$ cat src/rtl/store_queue_arbiter_if.sv
// Shared size type and the bundled memory-stage / dbus signal set for store_queue_arbiter.
// slave is the arbiter's view; master is the view of the memory stage plus the bus model.
package store_queue_arbiter_pkg;
   typedef enum logic [1:0] {
      MSIZE1 = 2'd0,
      MSIZE2 = 2'd1,
      MSIZE4 = 2'd2,
      MSIZE8 = 2'd3
   } msize_t;
endpackage

interface store_queue_arbiter_if;
   import store_queue_arbiter_pkg::*;

   logic        st_valid;
   logic [63:0] st_addr;
   logic [63:0] st_data;
   msize_t      st_msize;
   logic        st_ready;

   logic        ld_valid;
   logic [63:0] ld_addr;
   msize_t      ld_msize;
   logic        ld_done;
   logic [63:0] ld_rdata;

   logic        dreq_valid;
   logic [63:0] dreq_addr;
   logic        dreq_write;
   msize_t      dreq_size;
   logic [63:0] dreq_data;
   logic [7:0]  dreq_strobe;
   logic        dresp_ok;
   logic [63:0] dresp_data;

   logic        sq_empty;

   modport slave (
      input  st_valid, st_addr, st_data, st_msize,
      input  ld_valid, ld_addr, ld_msize,
      input  dresp_ok, dresp_data,
      output st_ready, ld_done, ld_rdata,
      output dreq_valid, dreq_addr, dreq_write, dreq_size, dreq_data, dreq_strobe,
      output sq_empty
   );

   modport master (
      output st_valid, st_addr, st_data, st_msize,
      output ld_valid, ld_addr, ld_msize,
      output dresp_ok, dresp_data,
      input  st_ready, ld_done, ld_rdata,
      input  dreq_valid, dreq_addr, dreq_write, dreq_size, dreq_data, dreq_strobe,
      input  sq_empty
   );
endinterface

$ cat src/rtl/store_queue_arbiter.sv
// Shares the memory-stage dbus port between loads and a FIFO of committed, lane-steered stores.
// Define STQ_MERGE_EN to coalesce a store into the youngest queued entry of the same 8-byte word.
module store_queue_arbiter
   import store_queue_arbiter_pkg::*;
#(
   parameter int DEPTH = 4
) (
   input logic                  clk,
   input logic                  reset,
   store_queue_arbiter_if.slave bus
);
   localparam int PW = $clog2(DEPTH);
   localparam logic [PW:0] FULL_COUNT = (PW+1)'(DEPTH);

   typedef enum logic [1:0] {IDLE, LOAD, STORE} state_t;

   state_t        state_q, state_d;
   logic [63:0]   ent_addr_q   [DEPTH];
   logic [63:0]   ent_addr_d   [DEPTH];
   logic [63:0]   ent_data_q   [DEPTH];
   logic [63:0]   ent_data_d   [DEPTH];
   logic [7:0]    ent_strobe_q [DEPTH];
   logic [7:0]    ent_strobe_d [DEPTH];
   msize_t        ent_msize_q  [DEPTH];
   msize_t        ent_msize_d  [DEPTH];
   logic [PW-1:0] head_q, head_d, tail_q, tail_d;
   logic [PW:0]   count_q, count_d;

   logic          dreq_valid_q, dreq_valid_d;
   logic [63:0]   dreq_addr_q, dreq_addr_d;
   logic          dreq_write_q, dreq_write_d;
   msize_t        dreq_size_q, dreq_size_d;
   logic [63:0]   dreq_data_q, dreq_data_d;
   logic [7:0]    dreq_strobe_q, dreq_strobe_d;
   logic          ld_done_q, ld_done_d;
   logic [63:0]   ld_rdata_q, ld_rdata_d;

   logic [63:0]    st_beat;
   logic [7:0]     st_strb;
   logic [DEPTH-1:0] ent_valid;
   logic           conflict, full, launch_load, launch_store;
   logic           merge_hit, push, pop;

   // Narrow stores are replicated across the beat so the strobe alone picks the lanes.
   always_comb begin
      st_beat = bus.st_data;
      st_strb = 8'hff;
      case (bus.st_msize)
         MSIZE1: begin
            st_beat = {8{bus.st_data[7:0]}};
            st_strb = 8'h01 << bus.st_addr[2:0];
         end
         MSIZE2: begin
            st_beat = {4{bus.st_data[15:0]}};
            st_strb = 8'h03 << {bus.st_addr[2:1], 1'b0};
         end
         MSIZE4: begin
            st_beat = {2{bus.st_data[31:0]}};
            st_strb = bus.st_addr[2] ? 8'hf0 : 8'h0f;
         end
         default: begin
            st_beat = bus.st_data;
            st_strb = 8'hff;
         end
      endcase
   end

   always_comb begin
      conflict = 1'b0;
      for (int i = 0; i < DEPTH; i++) begin
         ent_valid[i] = {1'b0, PW'(i) - head_q} < count_q;
         if (ent_valid[i] && (ent_addr_q[i][63:3] == bus.ld_addr[63:3])) begin
            conflict = 1'b1;
         end
      end
   end

   assign full         = (count_q == FULL_COUNT);
   assign launch_load  = (state_q == IDLE) && bus.ld_valid && !conflict && !full;
   assign launch_store = (state_q == IDLE) && !launch_load && (count_q != '0);

`ifdef STQ_MERGE_EN
   logic [PW-1:0] young_idx;
   assign young_idx = tail_q - PW'(1);
   // The head must not change under a request that has been, or is about to be, issued.
   assign merge_hit = bus.st_valid && (count_q != '0)
                    && (ent_addr_q[young_idx][63:3] == bus.st_addr[63:3])
                    && !((young_idx == head_q) && ((state_q == STORE) || launch_store));
`else
   assign merge_hit = 1'b0;
`endif

   assign bus.st_ready = !full || merge_hit;
   assign push         = bus.st_valid && !full && !merge_hit;
   assign pop          = (state_q == STORE) && bus.dresp_ok;

   always_comb begin
      ent_addr_d   = ent_addr_q;
      ent_data_d   = ent_data_q;
      ent_strobe_d = ent_strobe_q;
      ent_msize_d  = ent_msize_q;
      head_d       = head_q + PW'(pop);
      tail_d       = tail_q + PW'(push);
      count_d      = count_q + (PW+1)'(push) - (PW+1)'(pop);
      if (push) begin
         ent_addr_d[tail_q]   = bus.st_addr;
         ent_data_d[tail_q]   = st_beat;
         ent_strobe_d[tail_q] = st_strb;
         ent_msize_d[tail_q]  = bus.st_msize;
      end
`ifdef STQ_MERGE_EN
      if (merge_hit) begin
         for (int b = 0; b < 8; b++) begin
            if (st_strb[b]) begin
               ent_data_d[young_idx][8*b +: 8] = st_beat[8*b +: 8];
            end
         end
         ent_strobe_d[young_idx] = ent_strobe_q[young_idx] | st_strb;
         ent_msize_d[young_idx]  = MSIZE8;
         ent_addr_d[young_idx]   = {bus.st_addr[63:3], 3'b000};
      end
`endif
   end

   // Request fields are captured once at issue and held until the bus answers.
   always_comb begin
      state_d       = state_q;
      dreq_valid_d  = dreq_valid_q;
      dreq_addr_d   = dreq_addr_q;
      dreq_write_d  = dreq_write_q;
      dreq_size_d   = dreq_size_q;
      dreq_data_d   = dreq_data_q;
      dreq_strobe_d = dreq_strobe_q;
      ld_done_d     = 1'b0;
      ld_rdata_d    = ld_rdata_q;
      case (state_q)
         IDLE: begin
            if (launch_load) begin
               state_d       = LOAD;
               dreq_valid_d  = 1'b1;
               dreq_addr_d   = bus.ld_addr;
               dreq_write_d  = 1'b0;
               dreq_size_d   = bus.ld_msize;
               dreq_data_d   = '0;
               dreq_strobe_d = '0;
            end else if (launch_store) begin
               state_d       = STORE;
               dreq_valid_d  = 1'b1;
               dreq_addr_d   = ent_addr_q[head_q];
               dreq_write_d  = 1'b1;
               dreq_size_d   = ent_msize_q[head_q];
               dreq_data_d   = ent_data_q[head_q];
               dreq_strobe_d = ent_strobe_q[head_q];
            end
         end
         LOAD: begin
            if (bus.dresp_ok) begin
               state_d       = IDLE;
               dreq_valid_d  = 1'b0;
               dreq_strobe_d = '0;
               ld_done_d     = 1'b1;
               ld_rdata_d    = bus.dresp_data;
            end
         end
         STORE: begin
            if (bus.dresp_ok) begin
               state_d       = IDLE;
               dreq_valid_d  = 1'b0;
               dreq_strobe_d = '0;
            end
         end
         default: begin
            state_d      = IDLE;
            dreq_valid_d = 1'b0;
         end
      endcase
   end

   always_ff @(posedge clk) begin
      if (reset) begin
         state_q       <= IDLE;
         head_q        <= '0;
         tail_q        <= '0;
         count_q       <= '0;
         dreq_valid_q  <= 1'b0;
         dreq_addr_q   <= '0;
         dreq_write_q  <= 1'b0;
         dreq_size_q   <= MSIZE1;
         dreq_data_q   <= '0;
         dreq_strobe_q <= '0;
         ld_done_q     <= 1'b0;
         ld_rdata_q    <= '0;
      end else begin
         state_q       <= state_d;
         head_q        <= head_d;
         tail_q        <= tail_d;
         count_q       <= count_d;
         ent_addr_q    <= ent_addr_d;
         ent_data_q    <= ent_data_d;
         ent_strobe_q  <= ent_strobe_d;
         ent_msize_q   <= ent_msize_d;
         dreq_valid_q  <= dreq_valid_d;
         dreq_addr_q   <= dreq_addr_d;
         dreq_write_q  <= dreq_write_d;
         dreq_size_q   <= dreq_size_d;
         dreq_data_q   <= dreq_data_d;
         dreq_strobe_q <= dreq_strobe_d;
         ld_done_q     <= ld_done_d;
         ld_rdata_q    <= ld_rdata_d;
      end
   end

   assign bus.dreq_valid  = dreq_valid_q;
   assign bus.dreq_addr   = dreq_addr_q;
   assign bus.dreq_write  = dreq_write_q;
   assign bus.dreq_size   = dreq_size_q;
   assign bus.dreq_data   = dreq_data_q;
   assign bus.dreq_strobe = dreq_strobe_q;
   assign bus.ld_done     = ld_done_q;
   assign bus.ld_rdata    = ld_rdata_q;
   assign bus.sq_empty    = (count_q == '0) && (state_q != STORE);
endmodule

$ cat src/flat_wrapper.sv
// flat-port wrapper written by rule: the top's interface ports become plain ports
module store_queue_arbiter_flat import store_queue_arbiter_pkg::*;
#(
   parameter int DEPTH = 4
)
  (clk, reset, bus_st_valid, bus_st_addr, bus_st_data, bus_st_msize, bus_ld_valid, bus_ld_addr, bus_ld_msize, bus_dresp_ok, bus_dresp_data, bus_st_ready, bus_ld_done, bus_ld_rdata, bus_dreq_valid, bus_dreq_addr, bus_dreq_write, bus_dreq_size, bus_dreq_data, bus_dreq_strobe, bus_sq_empty);
  store_queue_arbiter_if bus_i ();
  input logic clk;
  input logic reset;
  input wire logic [$bits(bus_i.st_valid)-1:0] bus_st_valid;
  input wire logic [$bits(bus_i.st_addr)-1:0] bus_st_addr;
  input wire logic [$bits(bus_i.st_data)-1:0] bus_st_data;
  input wire logic [$bits(bus_i.st_msize)-1:0] bus_st_msize;
  input wire logic [$bits(bus_i.ld_valid)-1:0] bus_ld_valid;
  input wire logic [$bits(bus_i.ld_addr)-1:0] bus_ld_addr;
  input wire logic [$bits(bus_i.ld_msize)-1:0] bus_ld_msize;
  input wire logic [$bits(bus_i.dresp_ok)-1:0] bus_dresp_ok;
  input wire logic [$bits(bus_i.dresp_data)-1:0] bus_dresp_data;
  output wire logic [$bits(bus_i.st_ready)-1:0] bus_st_ready;
  output wire logic [$bits(bus_i.ld_done)-1:0] bus_ld_done;
  output wire logic [$bits(bus_i.ld_rdata)-1:0] bus_ld_rdata;
  output wire logic [$bits(bus_i.dreq_valid)-1:0] bus_dreq_valid;
  output wire logic [$bits(bus_i.dreq_addr)-1:0] bus_dreq_addr;
  output wire logic [$bits(bus_i.dreq_write)-1:0] bus_dreq_write;
  output wire logic [$bits(bus_i.dreq_size)-1:0] bus_dreq_size;
  output wire logic [$bits(bus_i.dreq_data)-1:0] bus_dreq_data;
  output wire logic [$bits(bus_i.dreq_strobe)-1:0] bus_dreq_strobe;
  output wire logic [$bits(bus_i.sq_empty)-1:0] bus_sq_empty;
  assign bus_i.st_valid = bus_st_valid;
  assign bus_i.st_addr = bus_st_addr;
  assign bus_i.st_data = bus_st_data;
  assign bus_i.st_msize = bus_st_msize;
  assign bus_i.ld_valid = bus_ld_valid;
  assign bus_i.ld_addr = bus_ld_addr;
  assign bus_i.ld_msize = bus_ld_msize;
  assign bus_i.dresp_ok = bus_dresp_ok;
  assign bus_i.dresp_data = bus_dresp_data;
  assign bus_st_ready = bus_i.st_ready;
  assign bus_ld_done = bus_i.ld_done;
  assign bus_ld_rdata = bus_i.ld_rdata;
  assign bus_dreq_valid = bus_i.dreq_valid;
  assign bus_dreq_addr = bus_i.dreq_addr;
  assign bus_dreq_write = bus_i.dreq_write;
  assign bus_dreq_size = bus_i.dreq_size;
  assign bus_dreq_data = bus_i.dreq_data;
  assign bus_dreq_strobe = bus_i.dreq_strobe;
  assign bus_sq_empty = bus_i.sq_empty;
  store_queue_arbiter #(.DEPTH(DEPTH)) u_core (.clk(clk), .reset(reset), .bus(bus_i));
endmodule
$ cat config.mk
export PLATFORM = sky130hd
export DESIGN_NAME = store_queue_arbiter_flat
export DESIGN_NICKNAME = d
export VERILOG_FILES = /design/src/rtl/store_queue_arbiter_if.sv /design/src/rtl/store_queue_arbiter.sv /design/src/flat_wrapper.sv
export SDC_FILE = /design/constraint.sdc
export NUM_CORES = 1
export LEC_CHECK = 0
export CORE_MARGIN = 5
export CORE_UTILIZATION = 55
export DETAILED_ROUTE_END_ITERATION = 8
export PLACE_DENSITY = 0.87
export SYNTH_ARGS = -nofsm -noshare
export SYNTH_HDL_FRONTEND = slang
export SYNTH_SLANG_ARGS = --single-unit
$ cat constraint.sdc
create_clock -name clk -period 14.63 [get_ports clk]
set_clock_uncertainty 0.05 [all_clocks]
set_input_delay 1.463 -clock clk [delete_from_list [all_inputs] [get_ports clk]]
set_output_delay 1.463 -clock clk [all_outputs]
set_load 0.05 [all_outputs]
# [Word-level counts from Yosys, hierarchy flattened]
# Cells that the tools add are included.
[op_classes] n_addsub=8 n_lt_le_gt_ge=7 eq_ne=12 n_shift=2 muxes=49 bitwise=4 n_reduce_logical=29
[ops] operator="64-bit two-way mux" n=9
[ops] operator="256-bit bitwise mux" n=2
[ops] operator="64-bit binary-select mux with 2-bit select" n=2
[ops] operator="61-bit equality test" n=4
[ops] operator="64-bit one-hot mux with 3 select lines" n=1
[ops] operator="64-bit demux with 2-bit select" n=1
[ops] operator="8-bit two-way mux" n=7
[ops] operator="32-bit bitwise mux" n=1
[ops] operator="8-bit one-hot mux with 3 select lines" n=1
[ops] operator="8-bit binary-select mux with 2-bit select" n=1
[ops] operator="8-bit demux with 2-bit select" n=1
[ops] operator="2-bit two-way mux" n=8
[ops] operator="8-bit one-hot mux with 2 select lines" n=1
[ops] operator="1-bit logical AND" n=13
[ops] operator="2-bit by 3-bit < comparator with 1-bit output" n=4
[ops] operator="1-bit two-way mux" n=9
[ops] operator="8-bit bitwise mux" n=1
[ops] operator="2-bit AND reduction" n=4
[ops] operator="1-bit by 3-bit left shift with 8-bit output, first input constant" n=1
[ops] operator="2-bit by 3-bit left shift with 8-bit output, first input constant" n=1
[ops] operator="3-bit >= comparator, second input constant" n=2
[ops] operator="2-bit NOT with 3-bit output" n=2
[ops] operator="2-bit by 1-bit adder with 2-bit output" n=2
[ops] operator="2-bit binary-select mux with 2-bit select" n=1
[ops] operator="other kinds (22)" n=32
[totals] ff_bits=766 output_inout_bits=207 wordCells=139

# [Logic depth before layout (Yosys ltp)]
# Gate-level depths: netlist (run 1).
[depth] word_depth=16 mapped_depth=16

# [Worst setup path after synthesis (run 1)]
# No wires, ideal clock.
[synth_path] path_type="input-to-reg" from="input reset" to="register u_core.ent_addr_q[192] in the netlist's numbering (enable)" setup_ps=832 t_arrival_ps=12000 t_required_ps=13748 slack_ps=1747 path_stages=4 n_path_buf=1 path_cell_list="clkbuf_1 inv_1 and3_1 nor3b_1"
[synth_via] elab_chain_len=2
[synth_rtl] element="start, declared" line_no="flat_wrapper.sv:9" text="input logic reset;"
[synth_rtl] element="1-bit NOT (no source line)"
[synth_rtl] element="2-bit AND reduction (no source line)"
[synth_rtl] element="end signal, assigned" line_no="store_queue_arbiter.sv:198" text="ent_addr_q <= ent_addr_d;"
[synth_rtl] element="end, declared" line_no="store_queue_arbiter.sv:18" text="logic [63:0] ent_addr_q [DEPTH];"
# No other way between the ends.
# A chain may end at the register's enable or synchronous reset.

# [Worst setup path in the final report (run 1)]
[layout_path] from="input bus_ld_addr[5]" to="register u_core.dreq_strobe_q[5] (netlist: u_core.bus.dreq_strobe[5])"
[layout_via] elab_chain_len=14 elab_cells_between_ends=22
[layout_rtl] element="start, declared" line_no="flat_wrapper.sv:15" text="input wire logic [$bits(bus_i.ld_addr)-1:0] bus_ld_addr;"
[layout_rtl] element="61-bit equality test" line_no="store_queue_arbiter.sv:72" text="if (ent_valid[i] && (ent_addr_q[i][63:3] == bus.ld_addr[63:3])) begin"
[layout_rtl] element="1-bit logical AND" line_no="store_queue_arbiter.sv:72"
[layout_rtl] element="1-bit two-way mux (3 in series)" line_no="store_queue_arbiter.sv:72"
[layout_rtl] element="1-bit two-way mux (*)" line_no="store_queue_arbiter.sv:72"
[layout_rtl] element="1-bit zero test (*)" line_no="store_queue_arbiter.sv:79" text="assign launch_load = (state_q == IDLE) && bus.ld_valid && !conflict && !full;"
[layout_rtl] element="1-bit logical AND (*) (2 in series)" line_no="store_queue_arbiter.sv:79"
[layout_rtl] element="1-bit zero test" line_no="store_queue_arbiter.sv:80" text="assign launch_store = (state_q == IDLE) && !launch_load && (count_q != '0);"
[layout_rtl] element="1-bit logical AND (2 in series)" line_no="store_queue_arbiter.sv:80"
[layout_rtl] element="3-bit by 1-bit != test with 1-bit output (no source line)"
[layout_rtl] element="3-bit AND reduction (no source line)"
[layout_rtl] element="end signal, assigned" line_no="store_queue_arbiter.sv:207" text="dreq_strobe_q <= dreq_strobe_d;"
[layout_rtl] element="end, declared" line_no="store_queue_arbiter.sv:34" text="logic [7:0] dreq_strobe_q, dreq_strobe_d;"
# Mark *: on every way between the ends. The rest lies on a longest branch, timed or not.

==> key figures, run 1 <==
Run status
  • Status: completed

Power
  • Pint: 4.51 mW
  • Seq pwr share: 39.8%
  • Clock network fraction of total power: 27.7%
  • Logic pwr share: 32.6%
  • Pwr/cell area: 176 nW/µm²
  • Lkg Pwr: 13.3 nW
  • Peak supply drop: 197 µV
  • Tot Pwr: 7.04 mW
  • Sw Ratio: 35.9%
  • Psw: 2.53 mW

Routing
  • DR vias: 21900
  • Post-route antenna net violation count: 0
  • Post-route DRC: 0
  • DRT iter0 DRCs: 2777
  • Vias/cell: 6.30
  • Wirelength per Cell: 28.1 µm
  • Drt first pass iters: 5
  • Detailed Route WL: 97900 µm

Timing
  • Worst hold slack: 0.404 ns
  • Min Tclk post-route: 4.95 ns
  • Peak Freq: 0.202 GHz
  • Final setup vio count: 0
  • Final Hold Fails: 0
  • Fin. max-slew vios: 0
  • Period utilization: 33.9%
  • Slew HR: 15.8%
  • RSZ-0062 raised after global routing: false
  • Worst-Margin Slew: 1.26 ns
  • Total negative slack: 0 ns

Synth
  • EDFF count, synth: 552
  • Yosys warnings: 0
  • Most common cell in the netlist: edfxtp_1
  • Average size of a mapped cell: 14.5 µm²
  • Post-synthesis adder-cell area fraction: 0.524%
  • Largest family of logic cells by synthesized area: multiplexers
  • Compound-cell area share of the yosys netlist: 5.48%
  • Top cell type's share of synthesized area: 51.0%
  • Post-Synth Simple-Gate Area: 6.91%
  • Sequential area share after synthesis: 64.2%
  • Post-synth cell types: 43
  • Post-synthesis mux area share: 13.3%
  • Most area-consuming cells after synthesis: edfxtp_1 (51%), dfxtp_1 (13%), mux4_2 (9.6%)
  • XOR/XNOR Fraction of Synth Area: 6.71%
  • Cell taking the most area after synthesis: edfxtp_1
  • Mapped Nets: 2513
  • Register bit count reported by yosys: 766
  • Post-Syn Area: 32500 µm²
  • Gate Count Post-Synth: 2235
  • Top post-synthesis cells by count: edfxtp_1 (552), nand2_1 (281), dfxtp_1 (214), xor2_1 (210), mux4_2 (138)
  • Ys flop type: edfxtp_1
  • Post-synthesis async set-or-reset flop share: 0%

Clock network
  • Clock transition at path regs: 0.06 ns
  • CTS root buffer: clkbuf_16
  • TritonCTS clock tree: done
  • Clock Latency Late Sink: 0.63 ns
  • CTS resizes: 0
  • Hold-fix buffers at CTS: 0
  • Inserted Clock Buffers: 77
  • Maximum buffer depth of the clock tree: 3
  • Post CTS Setup Buffer Count: 0
  • Clk sinks: 766
  • H-tree levels: 3

Setup path
  • Worst Path Arrival: 5.41 ns
  • Setup crit start kind: primary input
  • Worst setup EP type: register
  • Slowest stage cell on the critical path: nor4_1
  • WS Path Type: in -> reg
  • CP Max Fanout: 41
  • CP cell instances: clkdlybuf4s50_1, xor2_1, nor4_1, nand4_1, nor4_1, nand4_1, nand3_2, buf_4, nor2_1, o32ai_1
  • Max incr delay on CP: 0.70 ns
  • WP data required: 15.08 ns

Global route
  • Initial antenna violation count: 24
  • Vias in the first global route: 21800
  • First-pass GRT wire length: 141000 µm
  • Grt ovf: 0
  • Largest net degree at the start of global routing: 111
  • GRT Total Usage: 29.6%

Min path
  • Hold Path Class: reg -> reg

Cells and area
  • Layout cells sized above 1: 12.1%
  • Final nets: 2901
  • Area Growth Syn to Fin: 23.5%

Floorplanning
  • FP Rows: 89
  • IO Pins: 472
  • Core Area: 58800 µm²
  • Die height: 253 µm
  • Die width: 253 µm
  • Die area: 64000 µm²
  • Starting Density: 55.3%

Job
  • Max-cap violations: 0

Placement
  • Post-DP HPWL: 64800 µm
  • Routability congestion estimate: 0.961
  • # port buffers: 471
[metrics by stage]
stage / std cells / instance area, µm² / utilization (%) / setup WS [ns]
floorplan: 2235 / 32500 / - / 1.75
global placement: 3317 / 37600 / 63.9 / 9.24
detailed placement: 3317 / 37600 / 63.9 / 9.11
CTS: 3461 / 40100 / 68.1 / 9.76
global route: 3477 / 40100 / 68.2 / 9.49
finish: 3480 / 40100 / 68.2 / 9.68
[power groups by stage]
stage | sequential (mW) | clock [mW] | combinational, mW
3_5_place_dp | 2.83 | 0 | 2.26
5_1_grt | 2.82 | 2.07 | 2.40
4_1_cts | 2.79 | 1.97 | 2.28
2_1_floorplan | 3.35 | 0 | 0.952
6_report | 2.80 | 1.95 | 2.29
3_3_place_gp | 2.81 | 0 | 2.20
[path summary, 6_finish.rpt]
kind / startpoint / endpoint / slack (ns) / cells after the start
worst max-delay path: bus_ld_addr[5] / u_core.bus.dreq_strobe[5] / 9.68 / 10
worst min-delay path: u_core.bus.ld_rdata[32] / u_core.bus.ld_rdata[32] / 0.40 / 2
worst max register to register: u_core.head_q[1] / u_core.bus.dreq_strobe[5] / 10.15 / 11
worst min register to register: u_core.bus.ld_rdata[32] / u_core.bus.ld_rdata[32] / 0.40 / 2
[cell families (layout without fill, tap and decap cells)]
group	after synthesis	after routing
muxes	255	255
DFF	766	766
AOI/OAI and AO/OA	258	258
other	0	19
and+or+nand+nor	484	484
xor gates and xnor gates	249	249
adders and majority gates	13	13
buffers and inverters	210	663
[cell type report]
| type | count | area [µm²] |
|---|---|---|
| antenna | 19 | 47.5 |
| clock buffer | 110 | 2190 |
| clock inverter | 34 | 315 |
| fill | 3718 | 18700 |
| inverter | 27 | 101 |
| multi-input combinational | 1259 | 10700 |
| sequential | 766 | 20900 |
| tap | 773 | 967 |
| timing repair buffer | 492 | 4870 |
[state kept, by name, indices dropped and copies added (netlist names), 8 cells and up]
signal	flops
u_core.bus.dreq_addr	64
u_core.bus.dreq_data	64
u_core.bus.dreq_strobe	8
u_core.bus.ld_rdata	64
u_core.ent_addr_q	256
u_core.ent_data_q	256
u_core.ent_msize_q	8
u_core.ent_strobe_q	32
[critical path: cells and delay by family]
kind                   cells  cell delay, ns
XOR/XNOR                   1            0.24
AO/OA/AOI/OAI              1            0.39
AND/OR/NAND/NOR            6            2.16
buffers and inverters      2            1.08
[metal layers]
layer,track usage (%),up-vias,share of wire (%)
met5,0,-,0.091
met4,12.4,14,4.7
met3,8.84,302,13
met2,48.6,1629,48
met1,37.1,10800,34
li1,-,9170,-
[layout by cell type (no fill, tap or decap), types with 3 or more instances in the layout]
cell type and instances:
nor4_1 54, nor2b_1 9, and3_1 67, xor2_1 210, clkbuf_8 10, clkbuf_16 79
clkbuf_1 21, inv_1 27, nor3_1 5, a211oi_1 71, bufinv_16 3, mux2_2 34
nand3_1 3, mux4_2 138, xnor2_1 39, ha_1 12, nand4_1 20, dfxtp_1 212
diode_2 19, a21oi_1 97, clkinv_1 9, edfxtp_1 552, o21ai_0 8, nor2_1 29
a22o_1 64, buf_4 21, nand2b_1 3, nand2_1 279, clkinvlp_4 4, clkdlybuf4s50_1 468
mux2i_1 83, clkinv_2 11, o32ai_1 8
Note: power is estimated with default switching activity, not from simulation.
==> run 2, diff against run 1 <==
Clock period 14.63 ns to 5.15 ns, I/O delays scaled along.
==> run 2 against run 1 <==
  * Via count is 1.3% lower
  * Sequential cell count stayed put
  * Combinational power grew to 2.9 times the previous value
  * Sequential share of layout area hardly changed
==> key figures, run 2 (synthesized netlist as in run 1, its figures left out) <==
Cells and area
  • Reg area: 20900 µm² (unchanged)
  • Filler instances: 3733 (+0.40%)
  • Final nets: 2904 (+0.10%)
  • Multi-input logic area: 10800 µm² (about the same)
  • Area Growth Syn to Fin: 23.5% (about the same)
  • Most common cell after layout, fill and taps aside: edfxtp_1
  • Commonest cells after routing, fill and taps aside: edfxtp_1 (552), clkdlybuf4s50_1 (468), nand2_1 (279)
  • Non-Filler Instances: 3484 (+0.11%)
  • Top Registers: u_core.ent_addr_q x256, u_core.ent_data_q x256
  • Layout cells sized above 1: 12.1% (-0.046 points)
  • Util after Layout: 68.2% (about the same)

Setup path
  • Top cell family by delay on the critical path: compound AO/OA/AOI/OAI gates
  • Worst Path Arrival: 4.47 ns (-0.94 ns)
  • RR Endpoint: u_core.bus.dreq_strobe[1]
  • R2R setup slack: 1.07 ns (-9.08 ns)
  • WS Path Type: reg -> reg
  • Max incr delay on CP: 0.84 ns (+0.14 ns)
  • Slowest stage cell on the critical path: a41oi_1
  • CP Max Fanout: 45 (+9.8%)
  • Reg2reg path depth: 9 (-2)
  • Reg2Reg Launch Point: u_core.head_q[1]
  • Launch point of the critical path: u_core.head_q[1]
  • CP cell instances: buf_4, ha_1, o21ai_0, nand3_1, nor3_1, a22oi_1, nand3_2, a41oi_1, o32ai_1
  • CP Depth: 9 (-1)
  • WP data required: 5.54 ns (-9.54 ns)
  • Buffers & Inverters on Critical Path: 1 (-1)
  • Critical Path End: u_core.bus.dreq_strobe[1]
  • Setup crit start kind: register
  • Worst setup EP type: register

Clock network
  • Maximum buffer depth of the clock tree: 3 (unchanged)
  • TritonCTS clock tree: done
  • CTS root buffer: clkbuf_16
  • Post CTS Setup Buffer Count: 0 (unchanged)
  • Hold-fix buffers at CTS: 0 (unchanged)
  • CTS resizes: 0 (unchanged)
  • Clock transition at path regs: 0.06 ns (about the same)
  • Clk sinks: 766 (unchanged)
  • H-tree levels: 3 (unchanged)
  • Clock Latency Late Sink: 0.62 ns (about the same)
  • Inserted Clock Buffers: 76 (-1.3%)

Min path
  • Worst hold start: bus_dresp_data[50]
  • Hold Path Class: in -> reg
  • Hold depth: 3 (+1)

Timing
  • Slew HR: 14.8% (-1.0 points)
  • Final Hold Fails: 0 (unchanged)
  • Period utilization: 79.2%
  • Setup WS post-layout: 1.07 ns (-8.61 ns)
  • Min Tclk post-route: 4.08 ns
  • Peak Freq: 0.245 GHz
  • Worst-Margin Slew: 1.28 ns (+0.0121 ns)
  • Total negative slack: 0 ns (unchanged)
  • Fin. max-slew vios: 0 (unchanged)
  • RSZ-0062 raised after global routing: false
  • Final setup vio count: 0 (unchanged)

Global route
  • Largest net degree at the start of global routing: 116 (+4.5%)
  • GRT Total Usage: 29.2% (-0.42 points)
  • Initial antenna violation count: 28 (+17%)
  • Grt ovf: 0 (unchanged)
  • Vias in the first global route: 21400 (-1.9%)
  • First-pass GRT wire length: 139000 µm (-1.5%)

Routing
  • Post-route antenna net violation count: 0 (unchanged)
  • DR vias: 21600 (-1.3%)
  • Vias/cell: 6.21 (-1.4%)
  • DRT iter0 DRCs: 2884 (+3.9%)
  • Wirelength per Cell: 27.7 µm (-1.6%)
  • Post-route DRC: 0 (unchanged)
  • Drt first pass iters: 5 (unchanged)
  • Detailed Route WL: 96400 µm (-1.5%)

Power
  • Peak supply drop: 507 µV (+160%)
  • Pwr/cell area: 493 nW/µm² (+180%)
  • Lkg Pwr: 13.3 nW (-0.10%)
  • Tot Pwr: 19.8 mW (+180%)

Floorplanning
  • IO Pins: 472 (unchanged)
  • Starting Density: 55.3% (unchanged)
  • Die width: 253 µm (unchanged)
  • Core Area: 58800 µm² (unchanged)
  • Die area: 64000 µm² (unchanged)
  • Die height: 253 µm (unchanged)
  • FP Rows: 89 (unchanged)

Placement
  • # port buffers: 471 (unchanged)
  • Routability congestion estimate: 0.991 (+3.0%)
  • Place WS: 1.03 ns (-8.08 ns)
  • Placed cells: 3321 (+0.12%)
  • Post-DP HPWL: 65800 µm (+1.5%)

Job
  • Max-cap violations: 0 (unchanged)

Run status
  • Status: completed
==> run 2: cell types whose count changed in the layout (fill, tap and decap cells not counted), sizes merged <==
cell	change
clkinv	+6
buf	+4
clkbuf	-4
diode	+2
inv	-2
bufinv	-1
clkinvlp	-1
==> run 2: worst min-delay path by stage <==
stage	endpoint	slack, ns
5_1_grt	u_core.bus.ld_rdata[61]	0.38
4_1_cts	u_core.bus.ld_rdata[50]	0.37
3_5_place_dp	u_core.bus.dreq_valid	0.39
2_1_floorplan	u_core.state_q[1]	0.46
6_report	u_core.bus.ld_rdata[50]	0.39
3_3_place_gp	u_core.bus.ld_rdata[13]	0.39
==> run 2: worst register-to-register path: stages (launching register included) <==
cell and delay [ns]:
dfxtp_4 0.66, buf_4 0.70, ha_1 0.29, o21ai_0 0.10, nand3_1 0.14, nor3_1 0.06, a22oi_1 0.26, nand3_2 0.59
a41oi_1 0.86, o32ai_1 0.23
==> run 2: area by class of cell <==
cell class              instances  share of cell area (%)
flip-flops and latches        766                    52.0
multi-input cells            1259                    26.8
repair buffers                496                    12.4
clock buffers                 106                    5.20
well taps                     773                    2.41
clock inverters                36                   0.755
inverters                      27                   0.253
diodes                         21                   0.131
==> run 2: power by group <==
| group | internal (mW) | switching (mW) | leakage, nW |
|---|---|---|---|
| clock network | 2.97 | 2.34 | 1.16 |
| logic | 2.28 | 4.26 | 5.38 |
| registers | 7.41 | 0.507 | 6.76 |
| total | 12.7 | 7.11 | 13.3 |
==> run 2: stage by stage <==
stage          cell area [µm²]  hold WS [ns]
2_1_floorplan            32500         0.461
3_3_place_gp             37700         0.391
3_5_place_dp             37700         0.392
4_1_cts                  40100         0.369
5_1_grt                  40100         0.382
6_report                 40100         0.392
==> run 2: metal layers <==
| metal | track usage [%] | share of wire (%) | vias up |
|---|---|---|---|
| met2 | 47.2 | 49 | 1552 |
| li1 | - | - | 9190 |
| met4 | 13.1 | 4.5 | 16 |
| met3 | 8.91 | 13 | 247 |
| met5 | 0 | 0.11 | - |
| met1 | 36.7 | 34 | 10600 |
